===== src/rtl/montgomery_mult_sequencer_pkg.sv =====
// Shared definitions for the radix-2 Montgomery multiplier sequencer and its PE row.
// Holds the FSM state encoding and the default operand width.
package montgomery_mult_sequencer_pkg;

    localparam int DEFAULT_WIDTH = 8;

    typedef enum logic [1:0] {
        IDLE = 2'd0,
        ITER = 2'd1,
        SUB  = 2'd2,
        DONE = 2'd3
    } state_t;

endpackage


===== src/rtl/mmm_pe_row.sv =====
// Combinational row of mux-based processing elements: one radix-2 Montgomery step.
// Produces the quotient bit q and (R + addend) >> 1 at full WIDTH+2 precision.
module mmm_pe_row #(
    parameter int WIDTH = 8
) (
    input  logic             a_bit,
    input  logic [WIDTH-1:0] b,
    input  logic [WIDTH-1:0] m,
    input  logic [WIDTH+1:0] r,
    output logic             q,
    output logic [WIDTH+1:0] r_next
);

    logic [WIDTH+1:0] b_ext;
    logic [WIDTH+1:0] m_ext;
    logic [WIDTH+1:0] bm_sum;
    logic [WIDTH+1:0] addend;
    logic [WIDTH+1:0] sum;

    assign b_ext  = {2'b00, b};
    assign m_ext  = {2'b00, m};
    assign bm_sum = b_ext + m_ext;

    // q forces the sum even so the shift below is an exact division by two.
    assign q = r[0] ^ (a_bit & b[0]);

    for (genvar gi = 0; gi < WIDTH + 2; gi++) begin : g_pe
        assign addend[gi] = a_bit ? (q ? bm_sum[gi] : b_ext[gi])
                                  : (q ? m_ext[gi]  : 1'b0);
    end

    // R < 2M keeps R + B + M below 4M, so WIDTH+2 bits hold the sum.
    assign sum    = r + addend;
    assign r_next = sum >> 1;

endmodule


===== src/rtl/montgomery_mult_sequencer.sv =====
// Sequencer for a bit-serial radix-2 Montgomery multiplier: R = A*B*2^(-WIDTH) mod M.
// Owns operand capture, the iteration counter, the FSM and the final conditional subtraction.
module montgomery_mult_sequencer
    import montgomery_mult_sequencer_pkg::*;
#(
    parameter int WIDTH = DEFAULT_WIDTH
) (
    input  logic             clk,
    input  logic             rst_n,
    input  logic             start_i,
    input  logic [WIDTH-1:0] a_i,
    input  logic [WIDTH-1:0] b_i,
    input  logic [WIDTH-1:0] m_i,
    output logic             busy_o,
    output logic             done_o,
    output logic             err_o,
    output logic [WIDTH-1:0] r_o
);

    localparam int CW = $clog2(WIDTH) + 1;
    localparam logic [CW-1:0] CNT_LAST = CW'(WIDTH - 1);

    state_t           state_reg, state_next;
    logic [WIDTH-1:0] a_reg, a_next;
    logic [WIDTH-1:0] b_reg, b_next;
    logic [WIDTH-1:0] m_reg, m_next;
    logic [WIDTH-1:0] r_reg, r_next;
    logic [WIDTH+1:0] acc_reg, acc_next;
    logic [CW-1:0]    cnt_reg, cnt_next;
    logic             err_reg, err_next;

    logic             pe_q;
    logic [WIDTH+1:0] pe_r;

    mmm_pe_row #(
        .WIDTH (WIDTH)
    ) u_pe_row (
        .a_bit  (a_reg[0]),
        .b      (b_reg),
        .m      (m_reg),
        .r      (acc_reg),
        .q      (pe_q),
        .r_next (pe_r)
    );

    always_ff @(posedge clk or negedge rst_n) begin
        if (!rst_n) begin
            state_reg <= IDLE;
            a_reg     <= '0;
            b_reg     <= '0;
            m_reg     <= '0;
            r_reg     <= '0;
            acc_reg   <= '0;
            cnt_reg   <= '0;
            err_reg   <= 1'b0;
        end else begin
            state_reg <= state_next;
            a_reg     <= a_next;
            b_reg     <= b_next;
            m_reg     <= m_next;
            r_reg     <= r_next;
            acc_reg   <= acc_next;
            cnt_reg   <= cnt_next;
            err_reg   <= err_next;
        end
    end

    always_comb begin
        state_next = state_reg;
        a_next     = a_reg;
        b_next     = b_reg;
        m_next     = m_reg;
        r_next     = r_reg;
        acc_next   = acc_reg;
        cnt_next   = cnt_reg;
        err_next   = err_reg;

        case (state_reg)
            IDLE: begin
                if (start_i) begin
                    a_next   = a_i;
                    b_next   = b_i;
                    m_next   = m_i;
                    acc_next = '0;
                    cnt_next = '0;
                    if (!m_i[0]) begin
                        err_next   = 1'b1;
                        r_next     = '0;
                        state_next = DONE;
                    end else begin
                        state_next = ITER;
                    end
                end
            end
            ITER: begin
                // Consumed A bits shift out; the vacated top collects the quotient digits.
                acc_next = pe_r;
                a_next   = {pe_q, a_reg[WIDTH-1:1]};
                cnt_next = cnt_reg + 1'b1;
                if (cnt_reg == CNT_LAST) begin
                    state_next = SUB;
                end
            end
            SUB: begin
                if (acc_reg >= {2'b00, m_reg}) begin
                    r_next = acc_reg[WIDTH-1:0] - m_reg;
                end else begin
                    r_next = acc_reg[WIDTH-1:0];
                end
                err_next   = 1'b0;
                state_next = DONE;
            end
            DONE: begin
                state_next = IDLE;
            end
            default: begin
                state_next = IDLE;
            end
        endcase
    end

    assign busy_o = (state_reg == ITER) || (state_reg == SUB);
    assign done_o = (state_reg == DONE);
    assign err_o  = err_reg;
    assign r_o    = r_reg;

endmodule

===== config.mk =====
export PLATFORM = sky130hd
export DESIGN_NAME = montgomery_mult_sequencer
export DESIGN_NICKNAME = d
export VERILOG_FILES = /design/src/rtl/montgomery_mult_sequencer_pkg.sv /design/src/rtl/mmm_pe_row.sv /design/src/rtl/montgomery_mult_sequencer.sv
export SDC_FILE = /design/constraint.sdc
export NUM_CORES = 1
export LEC_CHECK = 0
export ABC_AREA = 1
export CAP_MARGIN = 25
export CELL_PAD_IN_SITES_DETAIL_PLACEMENT = 1
export CELL_PAD_IN_SITES_GLOBAL_PLACEMENT = 1
export CORE_UTILIZATION = 40
export CTS_CLUSTER_SIZE = 28
export DETAILED_ROUTE_END_ITERATION = 6
export GPL_ROUTABILITY_DRIVEN = 0
export PLACE_DENSITY = 0.87
export SLEW_MARGIN = 20
export SYNTH_ARGS = -nofsm -noshare
export SYNTH_HDL_FRONTEND = slang
export SYNTH_SLANG_ARGS = --single-unit

===== constraint.sdc =====
create_clock -name clk -period 5.9 [get_ports clk]
set_input_delay 0.59 -clock clk [delete_from_list [all_inputs] [get_ports clk]]
set_output_delay 0.59 -clock clk [all_outputs]
set_load 0.01 [all_outputs]

* Yosys cells after proc, flatten, opt, wreduce, memory -nomap -nowiden
Cells that the tools add are included.
** Operators by class
- Bitwise gates (word level) :: 2
- Magnitude comparators :: 1
- Mux-type cells :: 45
- $add $sub $neg :: 4
- Eq/ne operators :: 7
- Reductions and logical operators :: 8
** Operators by type and width (number)
- $mux 8 :: 4
- $pmux 8 s2 :: 2
- $mux 1 :: 30
- $pmux 10 s2 :: 1
- $add 10x10->10 :: 1
- $ge 10x8->1 :: 1
- $mux 10 :: 1
- $add 8x8->9 :: 1
- $pmux 2 s4 :: 1
- $pmux 4 s2 :: 1
- $sub 8x8->8 :: 1
- $mux 2 :: 3
- $ne 2x2->1 const B :: 3
- $reduce_and 2->1 :: 3
- $add 4x1->4 const B :: 1
- $eq 2x2->1 const B :: 2
- $eq 4x3->1 const B :: 1
- $mux 4 :: 1
- $reduce_bool 2->1 :: 2
- $reduce_and 3->1 :: 1
- $eq 2x1->1 const B :: 1
- $logic_not 2->1 :: 1
- $pmux 1 s2 :: 1
- $and 1x1->1 :: 1
- 2 further kinds :: 2
** Word-level totals
- Input port bits :: 27
- Register bits :: 49
- Output and inout port bits :: 11
- Logic and storage cells :: 75

* Longest topological paths before layout
- Word-level depth :: 6
- Mapped depth :: 18
- Gate-level depth less buffers :: 18

* Hierarchy
Synthesis repeated with hierarchy kept, for this count alone.
** Unflattened totals
- Cell total of the unflattened synthesis :: 505
- Area total of the unflattened synthesis :: 3693.5 um^2
** By module, submodules not included
- montgomery_mult_sequencer :: area an instance 2676.3 um^2, sequential area each 1226.2 um^2, cells each 330, instances 1
- mmm_pe_row :: area an instance 1017.2 um^2, sequential area each 0.0 um^2, cells each 175, instances 1

* Least setup slack after synthesis
No wires, ideal clock.
- Path kind :: reg2reg
- Start point :: register b_reg[0]
- End point :: register acc_reg[5]
- Buffers on the path :: 0
- Cell stages (with the launch flop) :: 13
- Setup slack :: 3.349 ns
- Arrival :: 2.423 ns
- Required time :: 5.772 ns
- Library setup time :: 0.128 ns
- Cell sequence :: dfrtp_1 -> ha_1 -> inv_1 -> fa_1 -> o21ai_0 -> o21ai_0 -> fa_1 -> o21ai_0 -> nand2_1 -> nor2_1 -> o21ai_0 -> nand2_1 -> o21ai_0
** On the way
- Longest elaborated chain between the ends :: 6
** Ends and longest elaborated chain
- start: declaration :: line montgomery_mult_sequencer.sv:25 : logic [WIDTH-1:0] b_reg, b_next;
- start signal: assignment :: line montgomery_mult_sequencer.sv:59 : b_reg <= b_next;
- parallel branches: the longest is 4 deep, another holds $add 8x8->9
- $add 10x10->10 * :: line mmm_pe_row.sv:33 : assign sum = r + addend;
- $pmux 10 s2 * :: line montgomery_mult_sequencer.sv:78 : case (state_reg)
- end signal: assignment :: line montgomery_mult_sequencer.sv:62 : acc_reg <= acc_next;
- end: declaration :: line montgomery_mult_sequencer.sv:28 : logic [WIDTH+1:0] acc_reg, acc_next;
Mark *: on every way between the ends.
A chain may end at the register's enable or synchronous reset.

* Worst setup path after layout
Ends and elaborated chain as after synthesis.

==> flow_metrics.env <==
export IMPL_status="completed"
export IMPL_max_freq_ghz=0.311
export IMPL_antenna_left=0
export IMPL_final_util_pct=49.5
export IMPL_rr_worst_depth=12
export IMPL_power_total_mw=2.57
export IMPL_multi_input_area_um2=1900
export IMPL_synth_edf_count=0
export IMPL_critPathKind="reg2reg"
export IMPL_vias=3147
export IMPL_synth_top_cells_by_area="dfrtp_1, nand2_1, ha_1"
export IMPL_fp_dieW_um=93.3
export IMPL_finalSetupTns_ps=0
export IMPL_via_per_inst=5.48
export IMPL_synth_top_cell_area_share_pct=36.1
export IMPL_grt_remaining_overflow=0
export IMPL_grt_max_degree=49
export IMPL_h_tree_depth=2
export IMPL_startpoint_type="flop"
export IMPL_area_growth_pct=17.3
export IMPL_slew_viol_final=0
export IMPL_placed_area_um2=3790
export IMPL_ir_drop_uv=172
export IMPL_cts_setup_buffers=0
export IMPL_max_slew_margin_pct=55.6
export IMPL_clkSinkCount=48
export IMPL_drive_gt1_share_pct=6.78
export IMPL_row_count=32
export IMPL_yosysTopAreaCell="dfrtp_1"
export IMPL_cp_data_required_time_ps=6100
export IMPL_fin_crit_sh_pct=54.4
export IMPL_hold_ws_ps=369
export IMPL_hold_viol_final=0
export IMPL_drt_pass1_iterations=4
export IMPL_die_area_um2=8700
export IMPL_register_area_um2=1200
export IMPL_n_antenna_cell=0
export IMPL_cp_startpoint="b_reg[0]$_DFFE_PN0P_"
export IMPL_fin_area_um2=3910
export IMPL_cp_max_fo=4
export IMPL_wl_per_cell_um=17.1
export IMPL_avgSynthCellArea_um2=7.71
export IMPL_drt_initial_drc_count=126
export IMPL_die_h_um=93.3
export IMPL_clockRootBuffer="clkbuf_8"
export IMPL_io_buffers=37
export IMPL_setup_viol=0
export IMPL_antenna_found_initial=0
export IMPL_synth_seq_area_share_pct=36.1
export IMPL_clock_latency_ps=310
export IMPL_layout_cells_non_filler=574
export IMPL_worstSetupEndpointType="flop"
export IMPL_async_flop_share_pct=100
export IMPL_num_fill_cells=984
export IMPL_setup_ws_ps=2690
export IMPL_cts_buffer_depth=2
export IMPL_cts_resized=0
export IMPL_cts_hold_buf=0
export IMPL_rrSetupSlack_ps=2690
export IMPL_powerDensity_nw_per_um2=659
export IMPL_cts_buffers=5
export IMPL_hp_class="in2async"
export IMPL_syn_area_um2=3330
export IMPL_reg2reg_from="b_reg[0]$_DFFE_PN0P_"
export IMPL_largest_reg_flops=9
export IMPL_period_minus_slack_ps=3210
export IMPL_crit_end="acc_reg[5]$_DFFE_PN0P_"
export IMPL_wl_um=9840
export IMPL_post_dp_hpwl_um=7380
export IMPL_p_leak_nw=1.89
export IMPL_ys_types=37
export IMPL_pre_cts_ws_ps=2810
export IMPL_cap_violations=0
export IMPL_tightestPinTransition_ps=666
export IMPL_core_area_um2=7890
export IMPL_ys_ff_latch=48
export IMPL_path_clk_slew_ps=100
export IMPL_cts_tree="built"
export IMPL_nets=531
export IMPL_pin_count=38
export IMPL_grt_pass1_vias=3270
export IMPL_initial_core_util_pct=42.2
export IMPL_placedCellCount=565
export IMPL_cp_arrival_ps=3410
export IMPL_netlist_instances=432
export IMPL_synthFlopType="dfrtp_1"
export IMPL_ys_warn_count=0
export IMPL_drc=0
export IMPL_grt_pass1_wl_um=16300
export IMPL_reg2reg_to="acc_reg[5]$_DFFE_PN0P_"
export IMPL_grt_setup_unrepaired="false"
export IMPL_fin_worst_skew_ps=10.2
export IMPL_syn_num_nets=492
export IMPL_grtUsageTotal_pct=24.4
## layout by cell type, fill, tap and decap left out, drive strengths merged
cell type / synthesis / final
a211oi: 2 / 2
a21o: 1 / 1
a21oi: 47 / 47
a22o: 1 / 1
a22oi: 5 / 5
a31oi: 2 / 2
buf: 7 / 5
bufinv: 0 / 1
clkbuf: 2 / 6
clkdlybuf4s50: 0 / 36
clkinv: 0 / 1
dfrtp: 48 / 48
fa: 3 / 3
ha: 30 / 30
inv: 47 / 47
mux2: 7 / 7
nand2: 106 / 106
nand3: 21 / 21
nand3b: 1 / 1
nand4: 10 / 10
nor2: 42 / 42
nor3: 3 / 3
o211ai: 4 / 4
o21a: 1 / 1
o21ai: 27 / 27
o21bai: 1 / 1
o22ai: 3 / 3
or2: 2 / 2
xnor2: 5 / 5
xor2: 4 / 4
## report_power, final
part           internal (mW)  total [mW]  switching, mW  leakage [nW]
combinational          0.646        1.69           1.05          1.25
clock                  0.126       0.244          0.118        0.0552
sequential             0.473       0.637          0.165         0.590
## cell type report
class	instances	share of cell area (%)
multi-input cells	328	48.7
repair buffers	41	10.1
flip-flops and latches	48	30.7
inverters	47	4.51
clock inverters	2	0.897
clock buffers	6	1.86
well taps	102	3.27
## cells by family after synthesis
kind of cell	Yosys count	share of synthesized area (%)
DFF	48	36.1
and+or+nand+nor	185	23.6
xor gates and xnor gates	9	2.37
AOI/OAI and AO/OA	94	15.7
buffers and inverters	56	6.84
muxes	7	2.37
adders and majority gates	33	13.1
## worst min path at each step
stage | slack, ps | endpoint | from | cells past startpoint
after floorplan | 290 | a_reg[0]$_DFFE_PN0P_ | rst_n | 0
after global placement | 460 | a_reg[3]$_DFFE_PN0P_ | a_reg[3]$_DFFE_PN0P_ | 2
after detailed placement | 480 | r_o[7]$_DFFE_PN0P_ | r_o[7]$_DFFE_PN0P_ | 2
after CTS | 420 | r_o[2]$_DFFE_PN0P_ | rst_n | 2
after global routing | 440 | r_o[2]$_DFFE_PN0P_ | rst_n | 2
final | 370 | m_reg[4]$_DFFE_PN0P_ | rst_n | 2
## layer usage
| metal | GRT usage (%) | vias to the layer above | part of all wire [%] |
|---|---|---|---|
| met4 | 7.18 | 0 | 2.1 |
| li1 | - | 1522 | - |
| met3 | 3.33 | 16 | 3.7 |
| met2 | 41.1 | 77 | 48 |
| met1 | 32.6 | 1532 | 46 |
| met5 | 0 | - | 0 |
## critical path, cell delays in order, from the launching register on
cell and delay (ps):
dfrtp_1 430, ha_1 250, inv_1 80, fa_1 410, o21ai_0 260, o21ai_0 240
fa_1 500, o21ai_0 340, nand2_1 140, nor2_1 170, o21ai_0 110, nand2_1 90
o21ai_0 80
## cell usage after synthesis, types with 2 or more instances
cell type and number:
xor2_1 4, a211oi_1 2, nand2_1 103, clkbuf_1 2
mux2_2 7, or2_2 2, nand3_1 20, a31oi_1 2
nor2_1 39, nor3_1 3, nand2_2 3, o21ai_1 7
nor2_2 3, o22ai_1 3, xnor2_1 5, ha_1 30
a21oi_1 46, o211ai_1 3, buf_2 5, dfrtp_1 48
a22oi_1 5, o21ai_0 20, nand4_1 9, inv_1 46
fa_1 3
No activity file was read; power rests on OpenSTA's default activity.
